--- src/rtl/rv32_mod_pc_gen.sv ---
// rv32_mod_pc_gen: fetch PC generator with prioritised, stall-buffered redirects.
// Latency: a redirect is applied one cycle after the deciding edge (unstalled) or one edge after stall release.
// Backpressure: the PC advances only on pc_valid && pc_ready. stall freezes the PC and buffers any redirect.
//
// Ports:
//   clk, reset (async, active-high), stall
//   pc_valid/pc_ready/pc_current : fetch handshake and registered PC
//   pc_next                      : sequential successor of pc_current (+2 or +4)
//   is_compressed                : instruction at pc_current is 16-bit
//   redirect_valid/target        : NUM_REDIRECT channels, index 0 has the highest priority
//   redirect_taken, flush        : one-cycle pulses for an applied redirect
//   misaligned, misaligned_addr  : one-cycle pulse and sticky address of a rejected target
//
// Build option: define RV32_PC_COMPRESSED_EN to honour is_compressed and allow
// 2-byte aligned targets. Without it, the step is always 4 and targets need [1:0]==0.
module rv32_mod_pc_gen #(
   parameter int unsigned XLEN         = 32,
   parameter logic [31:0] RESET_VECTOR = 32'h1000_0000,
   parameter int unsigned NUM_REDIRECT = 3
) (
   input  logic                         clk,
   input  logic                         reset,
   input  logic                         stall,
   output logic                         pc_valid,
   input  logic                         pc_ready,
   output logic [XLEN-1:0]              pc_current,
   output logic [XLEN-1:0]              pc_next,
   input  logic                         is_compressed,
   input  logic [NUM_REDIRECT-1:0]      redirect_valid,
   input  logic [NUM_REDIRECT*XLEN-1:0] redirect_target,
   output logic [NUM_REDIRECT-1:0]      redirect_taken,
   output logic                         flush,
   output logic                         misaligned,
   output logic [XLEN-1:0]              misaligned_addr
);

   localparam int unsigned IDXW = (NUM_REDIRECT > 1) ? $clog2(NUM_REDIRECT) : 1;

   typedef enum logic [1:0] {S_BOOT, S_RUN, S_PEND, S_HALT} state_t;

   state_t                  state_q, state_d;
   logic [XLEN-1:0]         pc_q, pc_d;
   logic [XLEN-1:0]         pend_tgt_q, pend_tgt_d;
   logic [IDXW-1:0]         pend_idx_q, pend_idx_d;
   logic [NUM_REDIRECT-1:0] taken_q, taken_d;
   logic                    flush_q, flush_d;
   logic                    mis_q, mis_d;
   logic [XLEN-1:0]         mis_addr_q, mis_addr_d;

   logic                    sel_vld;
   logic [IDXW-1:0]         sel_idx;
   logic [XLEN-1:0]         sel_tgt;
   logic                    cand_vld;
   logic                    cand_new;
   logic [IDXW-1:0]         cand_idx;
   logic [XLEN-1:0]         cand_tgt;
   logic                    cand_mis;
   logic                    apply;

`ifdef RV32_PC_COMPRESSED_EN
   assign pc_next  = pc_q + (is_compressed ? XLEN'(2) : XLEN'(4));
   assign cand_mis = cand_tgt[0];
`else
   logic unused_is_compressed;
   assign unused_is_compressed = is_compressed;
   assign pc_next  = pc_q + XLEN'(4);
   assign cand_mis = |cand_tgt[1:0];
`endif

   // Walk from the lowest priority upward so the lowest valid index is left standing.
   always_comb begin
      sel_vld = 1'b0;
      sel_idx = '0;
      sel_tgt = '0;
      for (int i = NUM_REDIRECT - 1; i >= 0; i--) begin
         if (redirect_valid[i]) begin
            sel_vld = 1'b1;
            sel_idx = IDXW'(i);
            sel_tgt = redirect_target[i*XLEN +: XLEN];
         end
      end
   end

   // While a redirect is buffered, a new one replaces it on equal or higher priority
   // (equal index: the newer target wins).
   assign cand_new = sel_vld && ((state_q != S_PEND) || (sel_idx <= pend_idx_q));
   assign cand_vld = sel_vld || (state_q == S_PEND);
   assign cand_tgt = cand_new ? sel_tgt : pend_tgt_q;
   assign cand_idx = cand_new ? sel_idx : pend_idx_q;

   always_comb begin
      state_d    = state_q;
      pc_d       = pc_q;
      pend_tgt_d = pend_tgt_q;
      pend_idx_d = pend_idx_q;
      flush_d    = 1'b0;
      taken_d    = '0;
      mis_d      = 1'b0;
      mis_addr_d = mis_addr_q;
      apply      = 1'b0;

      case (state_q)
         S_BOOT: state_d = S_RUN;
         default: begin
            if (stall) begin
               if (cand_vld) begin
                  pend_tgt_d = cand_tgt;
                  pend_idx_d = cand_idx;
                  state_d    = S_PEND;
               end
            end else if (cand_vld) begin
               // A redirect wins over the handshake: the offered PC is dropped.
               apply = 1'b1;
            end else if ((state_q == S_RUN) && pc_ready) begin
               pc_d = pc_next;
            end
         end
      endcase

      if (apply) begin
         if (cand_mis) begin
            mis_d      = 1'b1;
            mis_addr_d = cand_tgt;
            state_d    = S_HALT;
         end else begin
            pc_d    = cand_tgt;
            flush_d = 1'b1;
            state_d = S_RUN;
         end
      end

      for (int i = 0; i < NUM_REDIRECT; i++) begin
         taken_d[i] = apply && !cand_mis && (cand_idx == IDXW'(i));
      end
   end

   always_ff @(posedge clk or posedge reset) begin
      if (reset) begin
         state_q    <= S_BOOT;
         pc_q       <= XLEN'(RESET_VECTOR);
         pend_tgt_q <= '0;
         pend_idx_q <= '0;
         taken_q    <= '0;
         flush_q    <= 1'b0;
         mis_q      <= 1'b0;
         mis_addr_q <= '0;
      end else begin
         state_q    <= state_d;
         pc_q       <= pc_d;
         pend_tgt_q <= pend_tgt_d;
         pend_idx_q <= pend_idx_d;
         taken_q    <= taken_d;
         flush_q    <= flush_d;
         mis_q      <= mis_d;
         mis_addr_q <= mis_addr_d;
      end
   end

   assign pc_valid        = (state_q == S_RUN);
   assign pc_current      = pc_q;
   assign redirect_taken  = taken_q;
   assign flush           = flush_q;
   assign misaligned      = mis_q;
   assign misaligned_addr = mis_addr_q;

endmodule

--- config.mk ---
export PLATFORM = sky130hd
export DESIGN_NAME = rv32_mod_pc_gen
export DESIGN_NICKNAME = d
export VERILOG_FILES = /design/src/rtl/rv32_mod_pc_gen.sv
export SDC_FILE = /design/constraint.sdc
export NUM_CORES = 1
export LEC_CHECK = 0
export ABC_AREA = 1
export CAP_MARGIN = 20
export CELL_PAD_IN_SITES_DETAIL_PLACEMENT = 0
export CELL_PAD_IN_SITES_GLOBAL_PLACEMENT = 1
export CORE_MARGIN = 2
export CORE_UTILIZATION = 34
export CTS_CLUSTER_SIZE = 14
export DETAILED_ROUTE_END_ITERATION = 7
export HOLD_SLACK_MARGIN = 0.02
export PLACE_DENSITY_LB_ADDON = 0.1
export SYNTH_ARGS = -nofsm -noshare
export SYNTH_HDL_FRONTEND = slang
export SYNTH_SLANG_ARGS = --single-unit
--- constraint.sdc ---
create_clock -name clk -period 5.9 [get_ports clk]
set_input_delay 0.885 -clock clk [delete_from_list [all_inputs] [get_ports clk]]
set_output_delay 0.885 -clock clk [all_outputs]
set_load 0.1 [all_outputs]
Yosys cells after proc, flatten, opt, wreduce, memory -nomap -nowiden
Index checks and enable logic that the tools add are counted.

Add/subtract/negate cells: 1. Equality and inequality tests: 5. Reductions and logical operators: 17. $lt $le $gt $ge: 1. Bitwise gates (word level): 1. Mux-type cells: 29.

Operators with widths (count): $mux 32 (10); $add 32x3->32 const B (1); $mux 2 (9); $mux 1 (10); $logic_and 1x1->1 (6); $reduce_bool 3->1 (2); $eq 2x1->1 const B (2); $eq 2x2->1 const B (2); $logic_not 2->1 (2); $reduce_and 2->1 (2); $reduce_and 3->1 (1); $le 2x2->1 (1); $logic_or 1x1->1 (2); $ne 2x2->1 const B (1); $reduce_or 2->1 (1); $logic_not 1->1 (1); $not 1->1 (1).

Bits in registers: 105. Bits of input ports: 104. Word-level logic and storage cells: 62. Output and inout port bits: 102.

Longest topological paths before layout
Depth in word-level cells: 11. Depth in mapped cells: 19. Gate-level depth less buffers: 16.

Least setup slack after synthesis
OpenSTA, ideal clock, no wires.

Path kind: register to output. From: register pc_q[2] (netlist: pc_current[2]). To: output port pc_next[19]. Arrival: 3.874 ns. Slack: 1.141 ns. Data required time: 5.015 ns. Path buffers: 0. Stages on the path, launching flop included: 7. Path through: dfrtp_1 inv_1 nor2_1 nand2_1 nor2_2 nand2_1 xor2_1.

Word-level cells in the longest chain between the ends: 1.

RTL lines: start, declared (line 42) `logic [XLEN-1:0] pc_q, pc_d;`; start signal, assigned (line 140) `pc_q <= XLEN'(RESET_VECTOR);`; start signal, assigned (line 149) `pc_q <= pc_d;`; $add 32x3->32 (line 66) `assign pc_next = pc_q + XLEN'(4);`; end, declared (line 27) `output logic [XLEN-1:0] pc_next,`.

Every way passes these cells.

Final worst setup path
From: register pc_q[2] (netlist: pc_current[2]). To: output port pc_next[20].

Same word-level chain as after synthesis.

==> reports/results.ini <==
[status]
status=completed

[grt]
track_usage_pct=21.2
grt_max_degree=77
grt_pass1_vias=5652
grt_pass1_wl_um=30500
antenna_found_initial=0
grt.overflow.total=0

[drt]
wl_per_cell_um=15.1
wl_met2_um=8390
drc=0
route.met3.wl_um=1090
drt_iter0_drc=413
drt-vias-per-instance=4.68
ant_nets=0
drt-total-wl_um=19500
routedLengthMet1_um=9620
vias=6049
first_pass_iters=4
top_layer=met4

[synthesis]
synth_top_cell_area_share_pct=42.8
syn_inst=877
yosys-top-cells-area=dfrtp_1 43%, nand2_1 22%, o21ai_0 8.7%
synth_top_area_cell=dfrtp_1
synth_nets=984
postSynthAreaPerCell_um2=6.93
ys_warn_count=0
ys_ff_latch=105
synth-edff-count=0
yosysSeqAreaShare_pct=43.3
async_reset_ff_share_pct=100
netlist_area_mm2=0.00607
synthFlopType=dfrtp_1
ys_types=25

[sta]
finalSetupViolCount=0
tightest_slew_ps=1040
slew_headroom_pct=30.7
period_needed_ps=4470
max_freq_mhz=224
hold_violations=0
drv_slew=0
rsz0062_at_grt=no
period_share_pct=75.7
worst_clock_skew_ps=8.99
setup_tns_ps=0

[setup_path]
r2r_end=pc_current[29]
path_buf_inv=2
critPathTopFamily=buffers and inverters
cpPeakStageDelay_ps=1170
crit_path_frequent_cell=nand3_1
worstReg2RegStart=pend_idx_q[1]
cp-end-kind=output pin
critPathMaxFanout=5
crit_cells=8
startpoint=pc_current[2]
r2r_cells=13
cp-start-kind=flip-flop
crit_type=reg2out
crit_required_ps=5020
worst_ep_arrival_time_ps=3580
path_cells=ha_1 -> nand3_1 -> inv_1 -> nand2_1 -> nor2_1 -> nand3_1 -> xor2_1 -> clkdlybuf4s50_1
rrSetupSlack_ps=2990
crit_path_top_delay_cell=clkdlybuf4s50_1
endpoint=pc_next[20]

[floorplanning]
io-pin-count=206
initial_utilization_pct=35.0
die_h_um=138
core_area_mm2=0.0174
core.rowCount=48
die_width_um=138
dieArea_mm2=0.0190

[cells_and_area]
layout.cells.non_filler=1292
layout_common_cells=358 x nand2_1, 204 x clkdlybuf4s50_1, 106 x o21ai_0, 104 x dfrtp_1, 74 x inv_1
fin_nets=1169
area_delta_synth_final_pct=42.6
antenna_cells=0
drive_gt1_share_pct=4.12
layout_commonest_cell=nand2_1

[clock_tree]
cts_buffers=9
cts_setup_buffers=0
hold_buffers=0
clock-sinks=105
cts_buffer_depth=2
clkLatencyLatePin_ps=360
clk_pin_slew_ps=80
cts_resized=0
htreeDepth=3
cts_tree=done
clockRootBuffer=clkbuf_16

[min_path]
holdCritPathClass=reg2reg

[placement]
placedCellCount=1275
hpwl_um=14700
port-buffer-count=204
gp_routability_congestion=0.851

[flow_run]
max_cap_viol_count=0

## worst min path at each step
stage,from,end,slack [ps],cells after the start
final,misaligned_addr[5],misaligned_addr[5],480,2
after global routing,misaligned_addr[9],misaligned_addr[9],500,2
after CTS,misaligned_addr[9],misaligned_addr[9],490,2
after detailed placement,misaligned_addr[9],misaligned_addr[9],470,2
after global placement,pend_tgt_q[12],pend_tgt_q[12],460,2
after floorplan,pend_tgt_q[10],pend_tgt_q[10],450,2
## cell usage after synthesis (2+ instances only)
cell,number
ha_1,3
nand2_1,358
dfrtp_1,104
buf_1,2
buf_4,2
nand3_1,68
nand4_1,7
nor2_2,3
clkbuf_1,26
xor2_1,26
a21boi_0,7
or2_2,10
inv_1,75
buf_2,10
nor2_1,50
xnor2_1,7
o21ai_0,106
o211ai_1,3
nor3_1,4
## layer usage
layer  GRT usage, %  up-vias
li1               -     3133
met1           31.9     2702
met4           7.27        0
met2           31.1      194
met5              0        -
met3           2.83       20
## cell type report
type / count / area, um2
inverter: 75 / 284
fill: 1798 / 8690
timing repair buffer: 214 / 2140
clock inverter: 6 / 91.3
tap: 225 / 282
clock buffer: 10 / 239
multi-input combinational: 657 / 3000
sequential: 105 / 2630
## state kept, by name, summed over array words and instances, names as in the netlist
register and cells:
state_q 2, misaligned_addr 32, pend_tgt_q 32, pc_current 32
misaligned 1, redirect_taken 3, pend_idx_q 2, flush 1
## worst min-delay path, cell delays in order (launching register included)
cell and delay [ps]:
dfrtp_1 340, nand2_1 50, nand2_1 60
## logic make-up after synthesis
group	count (synthesis)	share of synthesized area, %
buffers and inverters	115	7.44
AOI/OAI and AO/OA	119	10.4
adders and majority gates	3	0.618
and+or+nand+nor	501	33.3
DFF	105	43.3
muxes	1	0.165
xor gates and xnor gates	33	4.76
## through the flow
stage | setup slack, ps | util (%) | cell area [um2] | hold slack, ps
floorplan | 1140 | - | 6070 | 448
global placement | 1260 | 47.9 | 8310 | 463
detailed placement | 1230 | 47.9 | 8310 | 469
CTS | 1440 | 49.8 | 8640 | 487
global route | 1280 | 49.9 | 8660 | 501
finish | 1430 | 49.9 | 8660 | 483
Power is left out: the tool's default activity adds up to more than one toggle a clock period on the data nets, which glitch-free logic cannot reach.
